<file path="src/rtl/lsu_pkg.sv">
// Shared definitions for the load/store unit: RV32I funct3 width codes and FSM state encoding.
package lsu_pkg;

  localparam logic [2:0] LB  = 3'b000;
  localparam logic [2:0] LH  = 3'b001;
  localparam logic [2:0] LW  = 3'b010;
  localparam logic [2:0] LBU = 3'b100;
  localparam logic [2:0] LHU = 3'b101;
  localparam logic [2:0] SB  = 3'b000;
  localparam logic [2:0] SH  = 3'b001;
  localparam logic [2:0] SW  = 3'b010;

  typedef enum logic [2:0] {
    StIdle,
    StLdRd,
    StLdWait,
    StStWr,
    StRmwRd,
    StRmwWait,
    StRmwWr,
    StErr
  } lsu_state_e;

endpackage

</file>
<file path="src/rtl/lsu_lane.sv">
// Byte/halfword lane steering: load extraction with extension, and sub-word store merge.
module lsu_lane
  import lsu_pkg::*;
(
  input  logic [2:0]  funct3_i,
  input  logic [1:0]  addr_lo_i,
  input  logic [31:0] mem_word_i,
  input  logic [31:0] st_data_i,
  output logic [31:0] ld_value_o,
  output logic [31:0] st_merged_o
);

  logic [31:0] shifted;
  logic [7:0]  ld_byte;
  logic [15:0] ld_half;

  always_comb begin
    shifted = mem_word_i >> {addr_lo_i, 3'b000};
    ld_byte = shifted[7:0];
    ld_half = addr_lo_i[1] ? mem_word_i[31:16] : mem_word_i[15:0];
  end

  always_comb begin
    ld_value_o = '0;
    unique case (funct3_i)
      LB:      ld_value_o = {{24{ld_byte[7]}}, ld_byte};
      LH:      ld_value_o = {{16{ld_half[15]}}, ld_half};
      LW:      ld_value_o = mem_word_i;
      LBU:     ld_value_o = {24'b0, ld_byte};
      LHU:     ld_value_o = {16'b0, ld_half};
      default: ld_value_o = '0;
    endcase
  end

  // Untouched lanes keep the word just read from memory.
  always_comb begin
    st_merged_o = mem_word_i;
    unique case (funct3_i)
      SB: begin
        for (int i = 0; i < 4; i++) begin
          if (addr_lo_i == 2'(i)) st_merged_o[8*i +: 8] = st_data_i[7:0];
        end
      end
      SH: begin
        if (addr_lo_i[1]) st_merged_o[31:16] = st_data_i[15:0];
        else              st_merged_o[15:0]  = st_data_i[15:0];
      end
      SW:      st_merged_o = st_data_i;
      default: st_merged_o = mem_word_i;
    endcase
  end

endmodule

</file>
<file path="src/rtl/load_store_unit.sv">
// RV32I load/store front end for a word-only DataMem: request FSM, error check,
// sub-word stores via read-modify-write. All outputs are registered.
module load_store_unit
  import lsu_pkg::*;
#(
  parameter int unsigned WORDS = 1024
) (
  input  logic        i_Clk,
  input  logic        i_Rst_n,
  input  logic        i_Req_Valid,
  output logic        o_Req_Ready,
  input  logic        i_Req_We,
  input  logic [2:0]  i_Req_Funct3,
  input  logic [31:0] i_Req_Addr,
  input  logic [31:0] i_Req_WData,
  output logic        o_Rsp_Valid,
  output logic        o_Rsp_Err,
  output logic [31:0] o_Rsp_RData,
  output logic        o_Mem_WriteEn,
  output logic [31:0] o_Mem_Write_Addr,
  output logic [31:0] o_Mem_Write_Data,
  output logic        o_Mem_ReadEn,
  output logic [31:0] o_Mem_Read_Addr,
  input  logic [31:0] i_Mem_Read_Data
);

  lsu_state_e  state_q, state_d;
  logic        we_q, we_d;
  logic [2:0]  funct3_q, funct3_d;
  logic [31:0] addr_q, addr_d;
  logic [31:0] wdata_q, wdata_d;

  logic        ready_q, ready_d;
  logic        rsp_valid_q, rsp_valid_d;
  logic        rsp_err_q, rsp_err_d;
  logic [31:0] rsp_rdata_q, rsp_rdata_d;
  logic        mem_we_q, mem_we_d;
  logic [31:0] mem_waddr_q, mem_waddr_d;
  logic [31:0] mem_wdata_q, mem_wdata_d;
  logic        mem_re_q, mem_re_d;
  logic [31:0] mem_raddr_q, mem_raddr_d;

  logic        accept;
  logic        req_err;
  logic        bad_funct3;
  logic        misaligned;
  logic        out_of_range;
  logic [31:0] cur_addr;
  logic [31:0] word_idx;
  logic [31:0] ld_value;
  logic [31:0] st_merged;

  lsu_lane u_lane (
    .funct3_i    (funct3_q),
    .addr_lo_i   (addr_q[1:0]),
    .mem_word_i  (i_Mem_Read_Data),
    .st_data_i   (wdata_q),
    .ld_value_o  (ld_value),
    .st_merged_o (st_merged)
  );

  assign accept = i_Req_Valid & ready_q;

  // Errors are judged on the live request, since they are decided in the accept cycle.
  always_comb begin
    bad_funct3 = 1'b1;
    unique case (i_Req_Funct3)
      LB, LH, LW: bad_funct3 = 1'b0;
      LBU, LHU:   bad_funct3 = i_Req_We;
      default:    bad_funct3 = 1'b1;
    endcase
    misaligned = ((i_Req_Funct3[1:0] == 2'b01) && i_Req_Addr[0]) ||
                 ((i_Req_Funct3[1:0] == 2'b10) && (i_Req_Addr[1:0] != 2'b00));
    out_of_range = {2'b00, i_Req_Addr[31:2]} >= 32'(WORDS);
    req_err = bad_funct3 | misaligned | out_of_range;
  end

  always_comb begin
    state_d  = state_q;
    we_d     = we_q;
    funct3_d = funct3_q;
    addr_d   = addr_q;
    wdata_d  = wdata_q;
    unique case (state_q)
      StIdle: begin
        if (accept) begin
          we_d     = i_Req_We;
          funct3_d = i_Req_Funct3;
          addr_d   = i_Req_Addr;
          wdata_d  = i_Req_WData;
          if (req_err)                   state_d = StErr;
          else if (!i_Req_We)            state_d = StLdRd;
          else if (i_Req_Funct3 == SW)   state_d = StStWr;
          else                           state_d = StRmwRd;
        end
      end
      StLdRd:    state_d = StLdWait;
      StLdWait:  state_d = StIdle;
      StStWr:    state_d = StIdle;
      StRmwRd:   state_d = StRmwWait;
      StRmwWait: state_d = StRmwWr;
      StRmwWr:   state_d = StIdle;
      StErr:     state_d = StIdle;
      default:   state_d = StIdle;
    endcase
  end

  // Outputs are registered from the next state, so first-cycle values use the live request.
  always_comb begin
    cur_addr    = (state_q == StIdle) ? i_Req_Addr : addr_q;
    word_idx    = {2'b00, cur_addr[31:2]};
    ready_d     = (state_d == StIdle);
    mem_we_d    = (state_d == StStWr) || (state_d == StRmwWr);
    mem_re_d    = (state_d == StLdRd) || (state_d == StRmwRd);
    mem_waddr_d = mem_we_d ? word_idx : '0;
    mem_raddr_d = mem_re_d ? word_idx : '0;
    mem_wdata_d = '0;
    if (state_d == StStWr)       mem_wdata_d = i_Req_WData;
    else if (state_d == StRmwWr) mem_wdata_d = st_merged;
    rsp_valid_d = (state_q == StLdWait) || (state_d == StStWr) ||
                  (state_d == StRmwWr) || (state_d == StErr);
    rsp_err_d   = (state_d == StErr);
    rsp_rdata_d = (state_q == StLdWait) ? ld_value : '0;
  end

  always_ff @(posedge i_Clk or negedge i_Rst_n) begin
    if (!i_Rst_n) begin
      state_q     <= StIdle;
      we_q        <= 1'b0;
      funct3_q    <= '0;
      addr_q      <= '0;
      wdata_q     <= '0;
      ready_q     <= 1'b0;
      rsp_valid_q <= 1'b0;
      rsp_err_q   <= 1'b0;
      rsp_rdata_q <= '0;
      mem_we_q    <= 1'b0;
      mem_waddr_q <= '0;
      mem_wdata_q <= '0;
      mem_re_q    <= 1'b0;
      mem_raddr_q <= '0;
    end else begin
      state_q     <= state_d;
      we_q        <= we_d;
      funct3_q    <= funct3_d;
      addr_q      <= addr_d;
      wdata_q     <= wdata_d;
      ready_q     <= ready_d;
      rsp_valid_q <= rsp_valid_d;
      rsp_err_q   <= rsp_err_d;
      rsp_rdata_q <= rsp_rdata_d;
      mem_we_q    <= mem_we_d;
      mem_waddr_q <= mem_waddr_d;
      mem_wdata_q <= mem_wdata_d;
      mem_re_q    <= mem_re_d;
      mem_raddr_q <= mem_raddr_d;
    end
  end

  assign o_Req_Ready      = ready_q;
  assign o_Rsp_Valid      = rsp_valid_q;
  assign o_Rsp_Err        = rsp_err_q;
  assign o_Rsp_RData      = rsp_rdata_q;
  assign o_Mem_WriteEn    = mem_we_q;
  assign o_Mem_Write_Addr = mem_waddr_q;
  assign o_Mem_Write_Data = mem_wdata_q;
  assign o_Mem_ReadEn     = mem_re_q;
  assign o_Mem_Read_Addr  = mem_raddr_q;

endmodule

</file>
<file path="config.mk">
export PLATFORM = sky130hd
export DESIGN_NAME = load_store_unit
export DESIGN_NICKNAME = d
export VERILOG_FILES = /design/src/rtl/lsu_pkg.sv /design/src/rtl/lsu_lane.sv /design/src/rtl/load_store_unit.sv
export SDC_FILE = /design/constraint.sdc
export NUM_CORES = 1
export LEC_CHECK = 0
export BUFFER_PORTS_ARGS = -buffer_cell sky130_fd_sc_hd__buf_4
export CAP_MARGIN = 20
export CELL_PAD_IN_SITES_DETAIL_PLACEMENT = 1
export CELL_PAD_IN_SITES_GLOBAL_PLACEMENT = 2
export CORE_MARGIN = 2
export CORE_UTILIZATION = 30
export CTS_CLUSTER_SIZE = 40
export DETAILED_ROUTE_END_ITERATION = 10
export HOLD_SLACK_MARGIN = 0.03
export MAX_ROUTING_LAYER = met4
export PLACE_DENSITY_LB_ADDON = 0.1
export SYNTH_ARGS = -nofsm -noshare
export SYNTH_HDL_FRONTEND = slang
export SYNTH_SLANG_ARGS = --single-unit
</file>
<file path="constraint.sdc">
create_clock -name i_Clk -period 1.56 [get_ports i_Clk]
set_input_delay 0.312 -clock i_Clk [delete_from_list [all_inputs] [get_ports i_Clk]]
set_output_delay 0.312 -clock i_Clk [all_outputs]
set_load 0.005 [all_outputs]
</file>
Word-level counts from Yosys, hierarchy flattened --
Cells that the tools add are included.
Storage, ports and cells: word-level logic and storage cells 82, flip-flop bits (word level) 199, output and inout port bits 133, bits of input ports 103
Cells by class: equal/unequal tests 25, magnitude comparators 1, shift operators 1, reductions and logical operators 18, muxes and demuxes 21, bitwise gates (word level) 3
Operator list (number):
- $pmux 32 s5 | 1
- $mux 32 | 4
- $pmux 32 s3 | 1
- $mux 30 | 2
- $mux 16 | 3
- $eq 3x3->1 const B | 11
- $mux 8 | 4
- $shr 32x5->8 | 1
- $ge 30x11->1 const B | 1
- $eq 3x2->1 const B | 5
- $pmux 3 s5 | 1
- $eq 3x1->1 const B | 4
- $logic_not 3->1 | 4
- $mux 3 | 4
- $eq 2x2->1 const B | 3
- $logic_or 1x1->1 | 6
- $eq 2x1->1 const B | 2
- $reduce_or 4->1 | 1
- $reduce_or 3->1 | 1
- $logic_and 1x1->1 | 2
- $logic_not 2->1 | 1
- $or 1x1->1 | 2
- $pmux 1 s2 | 1
- $reduce_and 2->1 | 1
- 3 further kinds | 3

Depth between registers and ports, before layout --
word-level depth 12, gate-level depth with buffers 7, gate-level depth less buffers 4

By module --
From an unflattened synthesis, not the netlist that was laid out.
Unflattened totals: cell total of the unflattened synthesis 806, area, all modules 9470.3 µm²
By module, submodules not included:
- load_store_unit | instances 1, sequential area each 4979.8 µm², area an instance 7268.2 µm², cells each 485
- lsu_lane | instances 1, sequential area each 0.0 µm², area an instance 2202.1 µm², cells each 321

Worst setup path after synthesis --
OpenSTA, ideal clock, no wires.
path type register to register, from register funct3_q[0], to register rsp_rdata_q[21] (netlist: o_Rsp_RData[21]), stages on the path, launching flop included 7, setup slack -81 ps, buffers on the path 2, data required time 1424 ps, period minus slack after synthesis 1641 ps, data arrival time 1505 ps, setup time 136 ps, path through dfrtp_1 > buf_2 > or2_1 > o221a_2 > o21ai_2 > buf_2 > a21oi_1
Between the ends: longest elaborated chain between the ends 3, elaborated cells between the ends (all ways) 7, classes of those cells eq/ne (4); mux (2); reduce/logical (1)
RTL lines:
- from (decl) | RTL line load_store_unit.sv:29 | logic [2:0] funct3_q, funct3_d;
- from (signal assigned) | RTL line load_store_unit.sv:145 | funct3_q <= funct3_d;
- $eq 3x3->1, or another cell as far along | RTL line lsu_lane.sv:25 | unique case (funct3_i)
- $pmux 32 s5 (*) | RTL line lsu_lane.sv:25
- $mux 32 (*) | RTL line load_store_unit.sv:123 | rsp_rdata_d = (state_q == StLdWait) ? ld_value : '0;
- via rsp_rdata_d[21] | RTL line load_store_unit.sv:36 | logic [31:0] rsp_rdata_q, rsp_rdata_d;
- to (signal assigned) | RTL line load_store_unit.sv:151 | rsp_rdata_q <= rsp_rdata_d;
- to (decl) | RTL line load_store_unit.sv:36
The timed path passes the listed nets; every way through them passes the cells marked *. A chain may end at the register's enable or synchronous reset.

Worst setup path after layout --
from register addr_q[0], to register mem_wdata_q[30] (netlist: o_Mem_Write_Data[30])
Between the ends: longest elaborated chain between the ends 5
RTL lines:
- from (decl) | RTL line load_store_unit.sv:30 | logic [31:0] addr_q, addr_d;
- from (signal assigned) | RTL line load_store_unit.sv:146 | addr_q <= addr_d;
- $eq 2x2->1 | RTL line lsu_lane.sv:41 | if (addr_lo_i == 2'(i)) st_merged_o[8*i +: 8] = st_data_i[7:0];
- $mux 8 | RTL line lsu_lane.sv:41
- $pmux 32 s3 | RTL line lsu_lane.sv:38 | unique case (funct3_i)
- $mux 32 | RTL line load_store_unit.sv:119 | else if (state_d == StRmwWr) mem_wdata_d = st_merged;
- $mux 32 | RTL line load_store_unit.sv:118 | if (state_d == StStWr) mem_wdata_d = i_Req_WData;
- via mem_wdata_d[30] | RTL line load_store_unit.sv:39 | logic [31:0] mem_wdata_q, mem_wdata_d;
- to (signal assigned) | RTL line load_store_unit.sv:154 | mem_wdata_q <= mem_wdata_d;
- to (decl) | RTL line load_store_unit.sv:39
The timed path passes the listed nets, and every way through them passes these cells.

==> reports/results.tsv <==
metric	value	unit
I/O Pins	236	
post-DR vias/cell	5.15	
Max Clock Skew	0.0182	ns
DRC	0	
min cycle time layout	1.73	ns
FF+latch count, synth	199	
LEAKAGE	6.88	nW
power density over the cells	1840	nW/µm²
Mapped Avg Cell Area	11.4	µm²
worst-path cell chain	buf_12 > buf_4 > nand2_2 > mux2_4 > a221oi_2 > buf_4 > o2bb2ai_1	
pin count of the biggest net entering global routing	52	
Nets	1241	
die width	174	µm
CTS Root Cell	clkbuf_16	
Async S/R FF share, synth	1.00	
core area	28600	µm²
Cell variety after synth	59	
initial antenna violation count	1	
Final Routed Wirelength	35.3	mm
CP most frequent cell	buf_4	
final slew viol count	0	
Post-synth top flop	dfrtp_1	
CP Class	register to register	
slowest stage delay, CP	0.42	ns
wire per inst	23.0	µm
met3 wire len	1.76	mm
total CTS buffers	17	
# Max-Cap Violations	0	
final setup violating endpoints	110	
worst skew pair latency	0.45	ns
CP arrival	2.06	ns
first-pass GRT wire length	49.9	mm
# fillers	2974	
Final ANT Viol Nets	0	
FMAX	577	MHz
Design Area, Final	14400	µm²
chip height	174	µm
top layer in use	met4	
final period utilization	1.11	
number of iterations in the first detailed-routing pass	5	
grt ovf	0	
final core occ	0.502	
vias in the first global route	8098	
Worst setup EP type	register	
Rows	62	
vias post-DR	7906	
Area Overhead vs Synth	64.9	%
failing checks	setup timing	
routability cong.	0.824	
CP Launch Type	register	
met1 wire length	16.3	mm
Mapped Area	8700	µm²
CTS tree	done	
setup ws final	-0.172	ns
CP max-delay cell	dfrtp_1	
critical path peak fanout	6	
Iter 0 DRT Violations	523	
Die ar.	30400	µm²
met2 WL post-DR	16.6	mm
clock buffer depth	2	
data required time of the critical path	1.89	ns
Initial Util	0.304	
CTS clk-pin slew, worst paths	0.08	ns
worst vdd ir	0.822	mV
RSZ-0062 raised after global routing	yes	
Total Power	26.4	mW
synth warn	0	
status	finished with violations	
Slew HR	0.639	
worst hold path type	input port to register	
total track usage	0.222	
Post-synth EDFFs	0	
Seq/Total Area, Yosys	0.572	
count of final hold-check violations	0	
DP HPWL	22.6	mm
Sequential Area	4980	µm²
dpl cell area	11800	µm²
Synth Instances	762	
area occupied by multi-input gates	4500	µm²
worst-margin pin slew	0.541	ns
port bufs	231	
total clock sinks	199	
layout cells sized above 1	0.527	
htree depth	4	
[state kept, by name, summed over array words and instances, names as in the netlist, 3 cells and up]
name / count
state_q: 3
o_Rsp_RData: 32
wdata_q: 32
funct3_q: 3
o_Mem_Write_Addr: 30
addr_q: 32
o_Mem_Write_Data: 32
o_Mem_Read_Addr: 30
[area by class of cell]
cell class,instances,share of cell area
antenna,1,0.000174
clock buffer,19,0.0302
clock inverter,13,0.0126
inverter,5,0.00157
multi-input combinational,510,0.313
sequential,199,0.347
tap,384,0.0335
timing repair buffer,405,0.261
[what timing repair did]
| action | CTS | global route |
|---|---|---|
| gates cloned | 3 | 13 |
| hold endpoints to repair | 27 | 0 |
| buffers inserted | 28 | 21 |
| endpoints found under the setup margin | 65 | 114 |
| pin swaps | 59 | 49 |
| hold buffers | 1 | 0 |
| gates resized for setup | 137 | 127 |
[report_power, final]
part | switching [mW] | total (mW) | internal [mW]
combinational | 7.08 | 14.3 | 7.20
sequential | 0.899 | 7.41 | 6.51
clock | 2.28 | 4.74 | 2.46
total | 10.3 | 26.4 | 16.2
[synth_stat cells (2+ instances only)]
cell type | number | area share
a211o_1 | 16 | 0.016
a211oi_1 | 7 | 0.0060
a21o_1 | 3 | 0.0026
a21oi_1 | 37 | 0.021
a221oi_1 | 6 | 0.0060
a222oi_1 | 15 | 0.017
a22oi_1 | 8 | 0.0069
a31oi_1 | 2 | 0.0014
a32oi_1 | 9 | 0.0091
and2_1 | 2 | 0.0014
and3_1 | 2 | 0.0014
and4_1 | 9 | 0.0091
buf_1 | 3 | 0.0013
buf_2 | 33 | 0.019
buf_4 | 5 | 0.0043
clkbuf_1 | 30 | 0.013
dfrtp_1 | 199 | 0.57
inv_1 | 3 | 0.0013
inv_2 | 2 | 0.00086
mux2_1 | 44 | 0.057
mux2i_1 | 34 | 0.039
nand2_1 | 99 | 0.043
nand2b_1 | 2 | 0.0014
nand3_1 | 6 | 0.0034
nor2_1 | 22 | 0.0095
nor2b_1 | 6 | 0.0043
nor3_1 | 5 | 0.0029
nor3b_2 | 3 | 0.0043
nor4_1 | 50 | 0.036
nor4bb_1 | 5 | 0.0057
o211a_1 | 9 | 0.010
o21ai_0 | 5 | 0.0029
o21ai_1 | 36 | 0.021
o221a_1 | 2 | 0.0026
o2bb2ai_1 | 16 | 0.016
or2_1 | 4 | 0.0029
[routing by layer]
metal / up-vias / global-route usage
li1: 3564 / -
met1: 4063 / 0.310
met2: 240 / 0.331
met3: 39 / 0.0453
met4: 0 / 0.0525
met5: - / -
[worst max-delay path, delay by kind of cell, from the launching register on]
kind | cells | cell delay (ns)
AOI/OAI and AO/OA | 2 | 0.35
buffers and inverters | 3 | 0.47
DFF | 1 | 0.42
muxes | 1 | 0.31
and+or+nand+nor | 1 | 0.07
[per-stage QoR]
stage          instances  hold slack, ns  setup slack, ns  setup TNS, ns
5_1_grt             1536          0.0653           -0.233         -15.36
3_3_place_gp        1443           0.232           -0.299         -25.40
3_5_place_dp        1443           0.231           -0.336         -29.74
2_1_floorplan        785          0.0164          0.00127              0
6_report            1536          0.0841           -0.172          -8.96
4_1_cts             1506          0.0640           -0.141          -3.39
[worst paths after layout]
check,slack (ns),to,startpoint,cells after the start
worst max register to register,-0.17,o_Mem_Write_Data[30],addr_q[0],7
worst max-delay path,-0.17,o_Mem_Write_Data[30],addr_q[0],7
min in group asynchronous,0.31,o_Mem_Write_Addr[9],i_Rst_n,2
max in group asynchronous,0.65,addr_q[1],i_Rst_n,3
worst min-delay path,0.08,o_Mem_Write_Data[22],i_Req_WData[22],2
worst min register to register,0.49,wdata_q[26],wdata_q[26],2
[placed cells by master (no fill, tap or decap), drive strengths merged, types with 3 or more instances in the layout]
| cell type | n |
|---|---|
| a32oi | 9 |
| a211oi | 7 |
| o2bb2ai | 16 |
| o21ai | 42 |
| a211o | 16 |
| o221a | 3 |
| a221oi | 6 |
| or2 | 4 |
| a21o | 3 |
| nor2 | 22 |
| mux2 | 44 |
| a222oi | 15 |
| o211a | 9 |
| nor4 | 51 |
| nor2b | 6 |
| clkbuf | 32 |
| nand3 | 6 |
| and4 | 9 |
| a22oi | 8 |
| dfrtp | 199 |
| nor3 | 6 |
| nor4bb | 5 |
| conb | 24 |
| nor3b | 4 |
| nand2 | 99 |
| buf | 391 |
| a21oi | 39 |
| inv | 12 |
| mux2i | 34 |
[kinds of logic (layout without fill, tap and decap cells)]
kind of cell / Yosys count / after routing / share of synthesized area
buf+inv: 76 / 442 / 0.0397
flops: 199 / 199 / 0.572
mux: 79 / 79 / 0.0986
compound gates: 184 / 184 / 0.153
other cells: 1 / 25 / 0.000431
simple gates: 223 / 223 / 0.136
No activity file was read; power rests on OpenSTA's default activity.
